## src/rtl/stack_ctrl_if.sv

```systemverilog
// Requester-side handshake bundle for stack_ctrl: two request/ack ports
// plus the shared pop data and error indication.
interface stack_ctrl_if #(
  parameter int unsigned DW = 32
);
  logic          req0;
  logic          op0;
  logic [DW-1:0] wdata0;
  logic          ack0;
  logic          req1;
  logic          op1;
  logic [DW-1:0] wdata1;
  logic          ack1;
  logic [DW-1:0] rdata;
  logic          err;

  modport master (
    output req0, op0, wdata0, req1, op1, wdata1,
    input  ack0, ack1, rdata, err
  );

  modport slave (
    input  req0, op0, wdata0, req1, op1, wdata1,
    output ack0, ack1, rdata, err
  );
endinterface

```

## src/rtl/stack_ctrl.sv

```systemverilog
// Two-requester arbiter and sequencer for the call/return stack memory,
// with overflow/underflow guarding, occupancy count and sticky error flags.
module stack_ctrl #(
  parameter int unsigned DEPTH = 31,
  parameter int unsigned DW    = 32
) (
  input  logic          clk,
  input  logic          reset_n,
  stack_ctrl_if.slave   bus,
  output logic          stk_write,
  output logic          stk_read,
  output logic [DW-1:0] stk_din,
  input  logic [DW-1:0] stk_dout,
  output logic [5:0]    count,
  output logic          full,
  output logic          empty,
  output logic          ovf,
  output logic          unf,
  input  logic          err_clr
);

  localparam logic [5:0] DEPTH_C = 6'(DEPTH);

  typedef enum logic [2:0] {
    IDLE,
    PUSH,
    POP,
    POP_WAIT,
    ACK
  } state_t;

  state_t        state_q, state_d;
  logic          gnt_q, gnt_d;
  logic          op_q, op_d;
  logic          last_q, last_d;
  logic [5:0]    count_q, count_d;
  logic [DW-1:0] rdata_q, rdata_d;
  logic          err_q, err_d;
  logic          ovf_q, ovf_d;
  logic          unf_q, unf_d;
  logic          ovf_set, unf_set;
  logic          g_sel, g_op;

  always_comb begin
    state_d = state_q;
    gnt_d   = gnt_q;
    op_d    = op_q;
    last_d  = last_q;
    count_d = count_q;
    rdata_d = rdata_q;
    err_d   = err_q;
    ovf_set = 1'b0;
    unf_set = 1'b0;
    // Round-robin only matters on a tie; a lone requester always wins.
    g_sel   = (bus.req0 && bus.req1) ? ~last_q : bus.req1;
    g_op    = g_sel ? bus.op1 : bus.op0;

    unique case (state_q)
      IDLE: begin
        if (bus.req0 || bus.req1) begin
          gnt_d  = g_sel;
          last_d = g_sel;
          op_d   = g_op;
          if (!g_op) begin
            if (count_q == DEPTH_C) begin
              err_d   = 1'b1;
              ovf_set = 1'b1;
              state_d = ACK;
            end else begin
              state_d = PUSH;
            end
          end else begin
            if (count_q == '0) begin
              err_d   = 1'b1;
              unf_set = 1'b1;
              state_d = ACK;
            end else begin
              state_d = POP;
            end
          end
        end
      end
      PUSH: begin
        count_d = count_q + 6'd1;
        err_d   = 1'b0;
        state_d = ACK;
      end
      POP: begin
        count_d = count_q - 6'd1;
        state_d = POP_WAIT;
      end
      POP_WAIT: begin
        rdata_d = stk_dout;
        err_d   = 1'b0;
        state_d = ACK;
      end
      ACK: begin
        state_d = IDLE;
      end
      default: begin
        state_d = IDLE;
      end
    endcase

    ovf_d = ovf_set | (ovf_q & ~err_clr);
    unf_d = unf_set | (unf_q & ~err_clr);
  end

  always_ff @(posedge clk or negedge reset_n) begin
    if (!reset_n) begin
      state_q <= IDLE;
      gnt_q   <= 1'b0;
      op_q    <= 1'b0;
      last_q  <= 1'b1;
      count_q <= '0;
      rdata_q <= '0;
      err_q   <= 1'b0;
      ovf_q   <= 1'b0;
      unf_q   <= 1'b0;
    end else begin
      state_q <= state_d;
      gnt_q   <= gnt_d;
      op_q    <= op_d;
      last_q  <= last_d;
      count_q <= count_d;
      rdata_q <= rdata_d;
      err_q   <= err_d;
      ovf_q   <= ovf_d;
      unf_q   <= unf_d;
    end
  end

  // Strobes decode from the state register alone, so async reset kills them at once.
  assign stk_write = (state_q == PUSH);
  assign stk_read  = (state_q == POP);
  assign stk_din   = gnt_q ? bus.wdata1 : bus.wdata0;

  assign bus.ack0  = (state_q == ACK) && !gnt_q;
  assign bus.ack1  = (state_q == ACK) &&  gnt_q;
  assign bus.err   = (state_q == ACK) &&  err_q;
  assign bus.rdata = rdata_q;

  assign count = count_q;
  assign full  = (count_q == DEPTH_C);
  assign empty = (count_q == '0);
  assign ovf   = ovf_q;
  assign unf   = unf_q;

endmodule

```

## src/flat_wrapper.sv

```systemverilog
// flat-port wrapper written by rule: the top's interface ports become plain ports
module stack_ctrl_flat 
#(
  parameter int unsigned DEPTH = 31,
  parameter int unsigned DW    = 32
)
  (clk, reset_n, stk_write, stk_read, stk_din, stk_dout, count, full, empty, ovf, unf, err_clr, bus_req0, bus_op0, bus_wdata0, bus_req1, bus_op1, bus_wdata1, bus_ack0, bus_ack1, bus_rdata, bus_err);
  stack_ctrl_if #(.DW(DW)) bus_i ();
  input  logic clk;
  input  logic reset_n;
  output logic stk_write;
  output logic stk_read;
  output logic [DW-1:0] stk_din;
  input  logic [DW-1:0] stk_dout;
  output logic [5:0] count;
  output logic full;
  output logic empty;
  output logic ovf;
  output logic unf;
  input  logic err_clr;
  input wire logic [$bits(bus_i.req0)-1:0] bus_req0;
  input wire logic [$bits(bus_i.op0)-1:0] bus_op0;
  input wire logic [$bits(bus_i.wdata0)-1:0] bus_wdata0;
  input wire logic [$bits(bus_i.req1)-1:0] bus_req1;
  input wire logic [$bits(bus_i.op1)-1:0] bus_op1;
  input wire logic [$bits(bus_i.wdata1)-1:0] bus_wdata1;
  output wire logic [$bits(bus_i.ack0)-1:0] bus_ack0;
  output wire logic [$bits(bus_i.ack1)-1:0] bus_ack1;
  output wire logic [$bits(bus_i.rdata)-1:0] bus_rdata;
  output wire logic [$bits(bus_i.err)-1:0] bus_err;
  assign bus_i.req0 = bus_req0;
  assign bus_i.op0 = bus_op0;
  assign bus_i.wdata0 = bus_wdata0;
  assign bus_i.req1 = bus_req1;
  assign bus_i.op1 = bus_op1;
  assign bus_i.wdata1 = bus_wdata1;
  assign bus_ack0 = bus_i.ack0;
  assign bus_ack1 = bus_i.ack1;
  assign bus_rdata = bus_i.rdata;
  assign bus_err = bus_i.err;
  stack_ctrl #(.DEPTH(DEPTH), .DW(DW)) u_core (.clk(clk), .reset_n(reset_n), .bus(bus_i), .stk_write(stk_write), .stk_read(stk_read), .stk_din(stk_din), .stk_dout(stk_dout), .count(count), .full(full), .empty(empty), .ovf(ovf), .unf(unf), .err_clr(err_clr));
endmodule
```

## config.mk

```make
export PLATFORM = sky130hd
export DESIGN_NAME = stack_ctrl_flat
export DESIGN_NICKNAME = d
export VERILOG_FILES = /design/src/rtl/stack_ctrl_if.sv /design/src/rtl/stack_ctrl.sv /design/src/flat_wrapper.sv
export SDC_FILE = /design/constraint.sdc
export NUM_CORES = 1
export LEC_CHECK = 0
export CAP_MARGIN = 20
export CORE_UTILIZATION = 37
export DETAILED_ROUTE_END_ITERATION = 10
export PLACE_DENSITY = 0.87
export SETUP_SLACK_MARGIN = 0.02
export SLEW_MARGIN = 20
export SYNTH_ARGS = -nofsm -noshare
export SYNTH_HDL_FRONTEND = slang
export SYNTH_SLANG_ARGS = --single-unit
```

## constraint.sdc

```tcl
create_clock -name clk -period 4.4 [get_ports clk]
set_input_delay 0.88 -clock clk [delete_from_list [all_inputs] [get_ports clk]]
set_output_delay 0.88 -clock clk [all_outputs]
set_load 0.01 [all_outputs]
```

==> run metrics, run 1 <==
outcome=completed; share of cells above drive strength 1=20.1%; DRT Pass-1 Iters=4; Post-synth EDFFs=0; Vias=~2200; Core ar.=6350 µm²; Die X=between 80 and 90 µm; worst reg2reg setup slack=around 2.3 ns; Final Max Slew Viols=0; FMAX=336 MHz; Layout area overhead=80.9%; number of distinct library cells after synthesis=38; clock-pin slew on the worst setup and hold paths=roughly 0.080 ns; H-tree Lvls=2; Die Footprint=just under 7000 µm²; Die H=83.2 µm; Worst Max-Slew Pin Slew=0.583 ns; initial antenna violation count=0; kind of end point of the critical path=output pin; ranking of synthesized cells by area=dfrtp_1 46%, mux2_2 25%, mux2_1 5.5%; RD Place Congestion=~0.87; min-delay src=u_core.err_q; Final min period=~3.0 ns; max_slew headroom=61.2%; Hold Path Stages=1; syn_nets=295; Layout Skew=between 0.006 and 0.007 ns; Yosys warning count=0; most frequent cell after synthesis=mux2_2; Reg area=1150 µm²; Layout Nets=475; CTS Buffer Depth=2; final wirelength=7.00 mm; reg2reg start=u_core.state_q[2]; setup TNS=0 ns; fin crit share=between 60 and 70%; Leak Pwr=around 0.0018 µW; Avg Inst Size Synth=between 10 and 15 µm²; crit start category=flop; WL per Instance=15.7 µm; Routed Antenna Nets=0; Antenna diodes=0; Hold WS=about 0.49 ns; reg2reg path depth=8; flops & latches, synth=46; clock root cell=clkbuf_8; sequential area share after synthesis=around 47%; DRC=0; PwrDens=slightly above 600 nW/µm²; fillcell total=between 400 and 500; cell area after synthesis=2440 µm²; global-route wire length before repair=11.1 mm; clk_lat worst skew=0.29 ns; Worst Path Arrival=2.10 ns; Synth top area share=46.2%; Post-synth ARST share=100%; CTS tree=built; vias in the first global route=2256; crit-path max FO=27; Starting DRT DRC Count=72; largest net degree at the start of global routing=47; final setup fails=0; commonest cells in the netlist=55 x mux2_2, 45 x dfrtp_1, 12 x mux2_1, 7 x nor2_1; Crit Path Category=flop to output pin; Worst Path Required=3.52 ns; Hold Buf Count CTS=0; Overflow after GRT=0; post-placement cell area=4300 µm²; post-layout util=69.5%; main flop type after synthesis=dfrtp_1; Tightest Hold Check Type=flop to flop; Multi-input gate area=1210 µm²; design area=4410 µm²; Reg-to-Reg End=u_core.count[4]; clock sink count=between 40 and 50; Cell Rows=29; CTS Buf Count=5; PortBufs=181; cts repair resizes=0; max cap viols=0; Hold Path Sink=u_core.err_q; gr usage total=20.1%; gate count after technology mapping=187; Post-DP HPWL=about 5.6 mm; Final Hold Viols=0; Initial Util=38.4%; Top-Level Pins=182; post-synth top area cell=dfrtp_1; vias per cell=4.87; setup repair bufs after CTS=0; RSZ-0062 raised after global routing=no; peak supply drop=approximately 0.47 mV
## layout by cell type (no fill, tap or decap), types with 3 or more instances in the layout
cell type	count
a21oi_1	5
buf_4	3
clkbuf_8	5
clkdlybuf4s50_1	180
dfrtp_1	45
ha_1	4
inv_1	6
mux2_1	12
mux2_2	55
mux2i_1	3
nand2_1	4
nor2_1	7
xnor2_1	6
## kinds of logic after synthesis
logic type | after synthesis | synth area share [%]
AND/OR/NAND/NOR | 27 | 7.23
AO/OA/AOI/OAI | 16 | 4.56
multiplexers | 71 | 32.7
XOR/XNOR | 6 | 2.15
adder cells (fa/ha/maj) | 5 | 2.87
buffers and inverters | 16 | 3.23
flip-flops | 46 | 47.2
## power breakdown
group / total, µW / internal, µW / switching [µW]
combinational: 1600 / 986 / 612
clock: 300 / 167 / 133
sequential: 801 / 636 / 165
total: 2700 / 1790 / 910
## per-layer routing
| layer | vias to the layer above | global-route usage (%) | part of all wire [%] | routed length, µm |
|---|---|---|---|---|
| li1 | 1028 | - | - | - |
| met1 | 1021 | 22.8 | 40 | 2800 |
| met2 | 110 | 36.5 | 50 | 3530 |
| met3 | 6 | 6.06 | 8.5 | 592 |
| met4 | 0 | 5.02 | 1.1 | 77 |
| met5 | - | 0 | 0 | 0 |
## cell type report
cell class / instances / share of cell area, %
repair buffers: 183 / 41.3
multi-input cells: 125 / 27.4
flip-flops and latches: 46 / 26.1
well taps: 77 / 2.18
clock buffers: 5 / 1.56
clock inverters: 3 / 0.907
inverters: 6 / 0.510
## critical path, stage by stage, from the launching register on
cell	delay, ns
dfrtp_1	0.52
buf_4	0.39
mux2_2	0.39
clkdlybuf4s50_1	0.51
## registers in the layout, indices dropped and copies added (netlist names)
signal / count
u_core.ovf: 1
u_core.last_q: 1
u_core.err_q: 1
u_core.gnt_q: 1
u_core.unf: 1
u_core.bus.rdata: 32
u_core.count: 6
u_core.state_q: 3
## metrics by stage
step,total power (µW),cells,setup WS (ns)
floorplan,1640,187,2.21
global placement,2380,437,1.44
detailed placement,2420,437,1.44
CTS,2730,445,1.39
global route,2870,445,1.32
finish,2700,445,1.42
## how the worst max path moves through the flow
stage / slack [ns] / end / start
6_report: 1.42 / stk_din[21] / u_core.gnt_q
3_5_place_dp: 1.44 / stk_din[21] / bus_wdata1[21]
5_1_grt: 1.32 / stk_din[25] / u_core.gnt_q
2_1_floorplan: 2.21 / stk_din[10] / u_core.gnt_q
3_3_place_gp: 1.44 / stk_din[22] / bus_wdata0[22]
4_1_cts: 1.39 / stk_din[21] / u_core.gnt_q
Note: power is estimated with default switching activity, not from simulation.
==> run 2: changes to the inputs <==
Settings changed: CORE_UTILIZATION 37 to 34, PLACE_DENSITY 0.87 to 0.8.
Clock period 4.4 ns to 2.8 ns, I/O delays scaled along.
==> run metrics, run 2 (synthesis gave the netlist of run 1 again) <==
cts repair resizes=0 (unchanged); Die X=86.7 µm (+4.2%); H-tree Lvls=2 (unchanged); DRT Pass-1 Iters=3 (-1); Reg-to-Reg End=u_core.count[4]; Vias=2174 (+0.42%); Leak Pwr=0.00179 µW (-0.47%); most frequent cells in the layout=180 x clkdlybuf4s50_1, 55 x mux2_2, 45 x dfrtp_1, 12 x mux2_1, 7 x nor2_1; Worst Slack Setup Final=0.197 ns (-1.23 ns); Tightest Hold Check Type=primary input to async pin; Final Hold Viols=0 (unchanged); Final Max Slew Viols=0 (unchanged); max_slew headroom=60.8% (-0.37 points); gr usage total=19.8% (-0.24 points); Core ar.=6870 µm² (+8.2%); worst reg2reg setup slack=0.71 ns (-1.63 ns); setup TNS=0 ns (unchanged); clock sink count=46 (unchanged); Worst Path Required=2.24 ns (-1.28 ns); outcome=completed; FMAX=384 MHz; setup repair bufs after CTS=0 (unchanged); clock root cell=clkbuf_8; Post-DP HPWL=5.93 mm (+5.9%); PortBufs=181 (unchanged); vias in the first global route=2290 (+1.5%); WL per Instance=16.0 µm (+2.0%); reg2reg path depth=8 (unchanged); largest net degree at the start of global routing=47 (unchanged); PwrDens=956 nW/µm² (+56%); Crit Path Category=flop to output pin; CTS Buffer Depth=2 (unchanged); max FFs per register=32 (unchanged); RD Place Congestion=0.876 (+1.3%); dpl ws=0.475 ns (-0.966 ns); Die Footprint=7520 µm² (+8.6%); crit start category=flop; reg2reg start=u_core.state_q[2]; Die H=86.7 µm (+4.2%); CTS Buf Count=5 (unchanged); final wirelength=7.45 mm (+6.3%); Routed Antenna Nets=0 (unchanged); post-placement cell area=4330 µm² (+0.55%); DRC=0 (unchanged); Top-Level Pins=182 (unchanged); kind of end point of the critical path=output pin; fillcell total=564 (+20%); clock-pin slew on the worst setup and hold paths=0.09 ns (about the same); vias per cell=4.69 (-3.7%); Layout area overhead=81.3%; max cap viols=0 (unchanged); Antenna diodes=0 (unchanged); Worst Path Arrival=2.04 ns (-0.06 ns); Cell Rows=30 (+3.4%); Layout Nets=475 (unchanged); design area=4420 µm² (+0.23%); Starting DRT DRC Count=78 (+8.3%); most common cell after layout, fill and taps aside=clkdlybuf4s50_1; Hold Buf Count CTS=0 (unchanged); Worst Max-Slew Pin Slew=0.588 ns (+0.00556 ns); clk_lat worst skew=0.30 ns (about the same); peak supply drop=0.567 mV (+21%); CTS tree=built; Initial Util=35.5% (-2.9 points); fin crit share=93.0%; RSZ-0062 raised after global routing=no; initial antenna violation count=0 (unchanged); global-route wire length before repair=11.4 mm (+2.7%); Layout Skew=0.0113 ns (+0.00433 ns); crit-path max FO=5 (-81%); final setup fails=0 (unchanged); Overflow after GRT=0 (unchanged); Final min period=2.60 ns; share of cells above drive strength 1=20.1% (unchanged); Total Power=4230 µW (+57%)
[run 2: cell types whose count changed in the layout (fill, tap and decap cells not counted)]
cell       before  now
inv_6           0    3
clkinv_2        2    0
bufinv_16       1    0
[run 2: layout make-up]
class | instances | area [µm²] | area share (%)
timing repair buffer | 183 | 1820 | 41.2
sequential | 46 | 1150 | 26.1
multi-input combinational | 125 | 1210 | 27.3
clock inverter | 3 | 26.3 | 0.594
clock buffer | 5 | 68.8 | 1.56
tap | 96 | 120 | 2.72
inverter | 6 | 22.5 | 0.509
[run 2: worst max-delay path by stage]
stage                           start               to  slack (ns)  cells after the start
CTS                   u_core.count[3]            empty        0.18                      3
detailed placement     bus_wdata1[21]      stk_din[21]        0.48                      3
global route          u_core.count[2]            empty        0.11                      3
global placement       bus_wdata1[14]      stk_din[14]        0.47                      3
floorplan           u_core.state_q[0]  u_core.count[4]        0.83                      9
finish                u_core.count[3]            empty        0.20                      3
[run 2: report_power, final]
group | internal (µW) | leakage, µW | switching [µW]
clock network | 186 | 0.0000495 | 245
logic | 1550 | 0.00119 | 1000
registers | 998 | 0.000546 | 246
[run 2: critical path: stages, from the launching register on]
cell and delay (ns):
dfrtp_1 0.45, or4_4 0.55, nor3_4 0.18, clkdlybuf4s50_1 0.57
[run 2: through the flow]
stage / hold slack [ns] / utilization, % / cells
2_1_floorplan: 0.264 / - / 187
3_3_place_gp: 0.472 / 63.0 / 456
3_5_place_dp: 0.482 / 63.0 / 456
4_1_cts: 0.467 / 64.4 / 464
5_1_grt: 0.286 / 64.4 / 464
6_report: 0.241 / 64.4 / 464
[run 2: metal layers]
metal  GRT usage, %  up-vias  routed length [µm]  part of all wire, %
li1               -     1028                   -                    -
met5              0        -                   0                    0
met1           22.5     1029                2930                   39
met4           4.09        0                  54                 0.73
met3           8.10        7                 815                   11
met2           35.1      110                3650                   49
==> run 3: changes to the inputs <==
Settings changed: CORE_UTILIZATION 34 to 31, PLACE_DENSITY 0.8 to 0.77, RECOVER_POWER from default to 25.
Clock period 2.8 ns to 2.36 ns, I/O delays scaled along.
==> run metrics, run 3 (synthesis gave the netlist of run 1 again) <==
outcome=completed; Layout area overhead=83.1%; max_slew headroom=21.9% (-39 points); crit-path max FO=24 (+19); Worst Max-Slew Pin Slew=1.17 ns (+0.583 ns); Initial Util=32.8% (-2.8 points); Cell Rows=31 (+3.3%); Tightest Hold Check Type=primary input to async pin; wire length on met3=749 µm (-8.1%); Slowest cell on crit path=clkdlybuf4s50_1; Core ar.=7450 µm² (+8.4%); CTS tree=built; share of cells above drive strength 1=21.4% (+1.3 points); RD Place Congestion=0.839 (-4.2%); vias per cell=4.66 (-0.56%); max cap viols=0 (unchanged); initial antenna violation count=0 (unchanged); Leak Pwr=0.00181 µW (+1.4%); worst reg2reg setup slack=0.44 ns (-0.27 ns); final setup fails=0 (unchanged); internal power=3300 µW (+21%); Layout Nets=480 (+1.1%); critical-path cell list=buf_6, mux2_2, clkdlybuf4s50_1; Final Hold Viols=0 (unchanged); fillcell total=632 (+12%); Starting DRT DRC Count=26 (-67%); post-placement cell area=4380 µm² (+1.2%); gr usage total=17.9% (-1.9 points); Crit path buffers/inverters=2 (+1); largest net degree at the start of global routing=33 (-30%); clock root cell=clkbuf_8; Switch Pwr=1740 µW (+17%); Final Max Slew Viols=0 (unchanged); Sw Ratio=34.6% (-0.81 points); Final min period=2.23 ns; Hold Buf Count CTS=0 (unchanged); global-route wire length before repair=11.7 mm (+3.0%); Clk pwr share=9.7% (-0.5 points); setup repair bufs after CTS=0 (unchanged); H-tree Lvls=2 (unchanged); Die X=90.7 µm (+4.6%); Crit Path Category=flop to output pin; Top-Level Pins=182 (unchanged); kind of end point of the critical path=output pin; clock sink count=46 (unchanged); Reg-to-Reg End=u_core.count[4]; met1 wire length=2.77 mm (-5.6%); Routed Antenna Nets=0 (unchanged); crit start category=flop; PortBufs=181 (unchanged); max FFs per register=32 (unchanged); peak supply drop=0.585 mV (+3.2%); reg2reg start=u_core.state_q[2]; Layout Skew=0.0150 ns (+0.00374 ns); Total Power=5050 µW (+19%); Reg power frac=28.7% (-0.7 points); reg2reg path depth=8 (unchanged); Worst Path Arrival=1.75 ns (-0.29 ns); Post-DP HPWL=5.92 mm (-0.23%); Die Footprint=8230 µm² (+9.5%); Placed Instances=464 (+1.8%); final std cells w/o fill=472 (+1.7%); Vias=2199 (+1.1%); Overflow after GRT=0 (unchanged); setup TNS=0 ns (unchanged); design area=4470 µm² (+0.99%); fin crit share=94.4%; clock-pin slew on the worst setup and hold paths=0.08 ns (about the same); WL per Instance=15.7 µm (-2.1%); Worst Path Required=1.89 ns (-0.35 ns); top layer in use=met4; CTS Buffer Depth=2 (unchanged); final wirelength=7.41 mm (-0.42%); DRT Pass-1 Iters=4 (+1); most common cell after layout, fill and taps aside=clkdlybuf4s50_1; Antenna diodes=0 (unchanged); DR WL met2=3.85 mm (+5.7%); clk_lat worst skew=0.30 ns (about the same); most frequent cells in the layout=179 x clkdlybuf4s50_1, 55 x mux2_2, 44 x dfrtp_1, 12 x mux2_1; Hold WS=0.396 ns (+0.156 ns); Crit path max-delay family=buffers and inverters; DRC=0 (unchanged); CP max stage delay=0.50 ns (-0.07 ns); CTS Buf Count=5 (unchanged); FMAX=approximately 450 MHz; RSZ-0062 raised after global routing=no; PwrDens=1130 nW/µm² (+18%); vias in the first global route=2258 (-1.4%); Die H=90.7 µm (+4.6%); Gate power share=61.6% (+1.2 points)
## run 3: routing by layer
layer	vias to the layer above	track usage, %
met5	-	0
met4	0	3.23
met3	6	6.57
met2	107	32.6
met1	1045	19.9
li1	1041	-
## run 3: repair_timing
item / CTS / global route
resized for setup: 1 / 5
setup endpoints to repair: 1 / 24
cloned: 0 / 0
## run 3: cell type report
type	count	area [µm²]	share of cell area [%]
inverters	6	22.5	0.504
well taps	99	124	2.77
repair buffers	188	1860	41.6
flip-flops and latches	46	1150	25.8
clock buffers	7	86.3	1.93
clock inverters	1	5.00	0.112
multi-input cells	125	1220	27.3
## run 3: how the worst max path moves through the flow
stage	cells after the start	start	to
after floorplan	9	u_core.state_q[0]	u_core.count[4]
after global placement	5	bus_req1	u_core.state_q[2]
after detailed placement	5	bus_req1	u_core.state_q[2]
after CTS	3	u_core.gnt_q	stk_din[26]
after global routing	3	u_core.gnt_q	stk_din[24]
final	3	u_core.gnt_q	stk_din[26]
## run 3: power by group through the flow
stage	sequential (µW)	combinational, µW	clock [µW]
finish	1450	3110	489
global route	1510	3340	544
CTS	1450	3130	511
detailed placement	1460	3120	0
global placement	1440	3070	0
floorplan	1570	1490	0
## run 3: metrics by stage
stage / setup WS, ns / util (%)
4_1_cts: 0.0401 / 60.0
6_report: 0.133 / 60.0
3_3_place_gp: 0.220 / 58.8
3_5_place_dp: 0.210 / 58.8
2_1_floorplan: 0.389 / -
5_1_grt: 0.0331 / 60.0
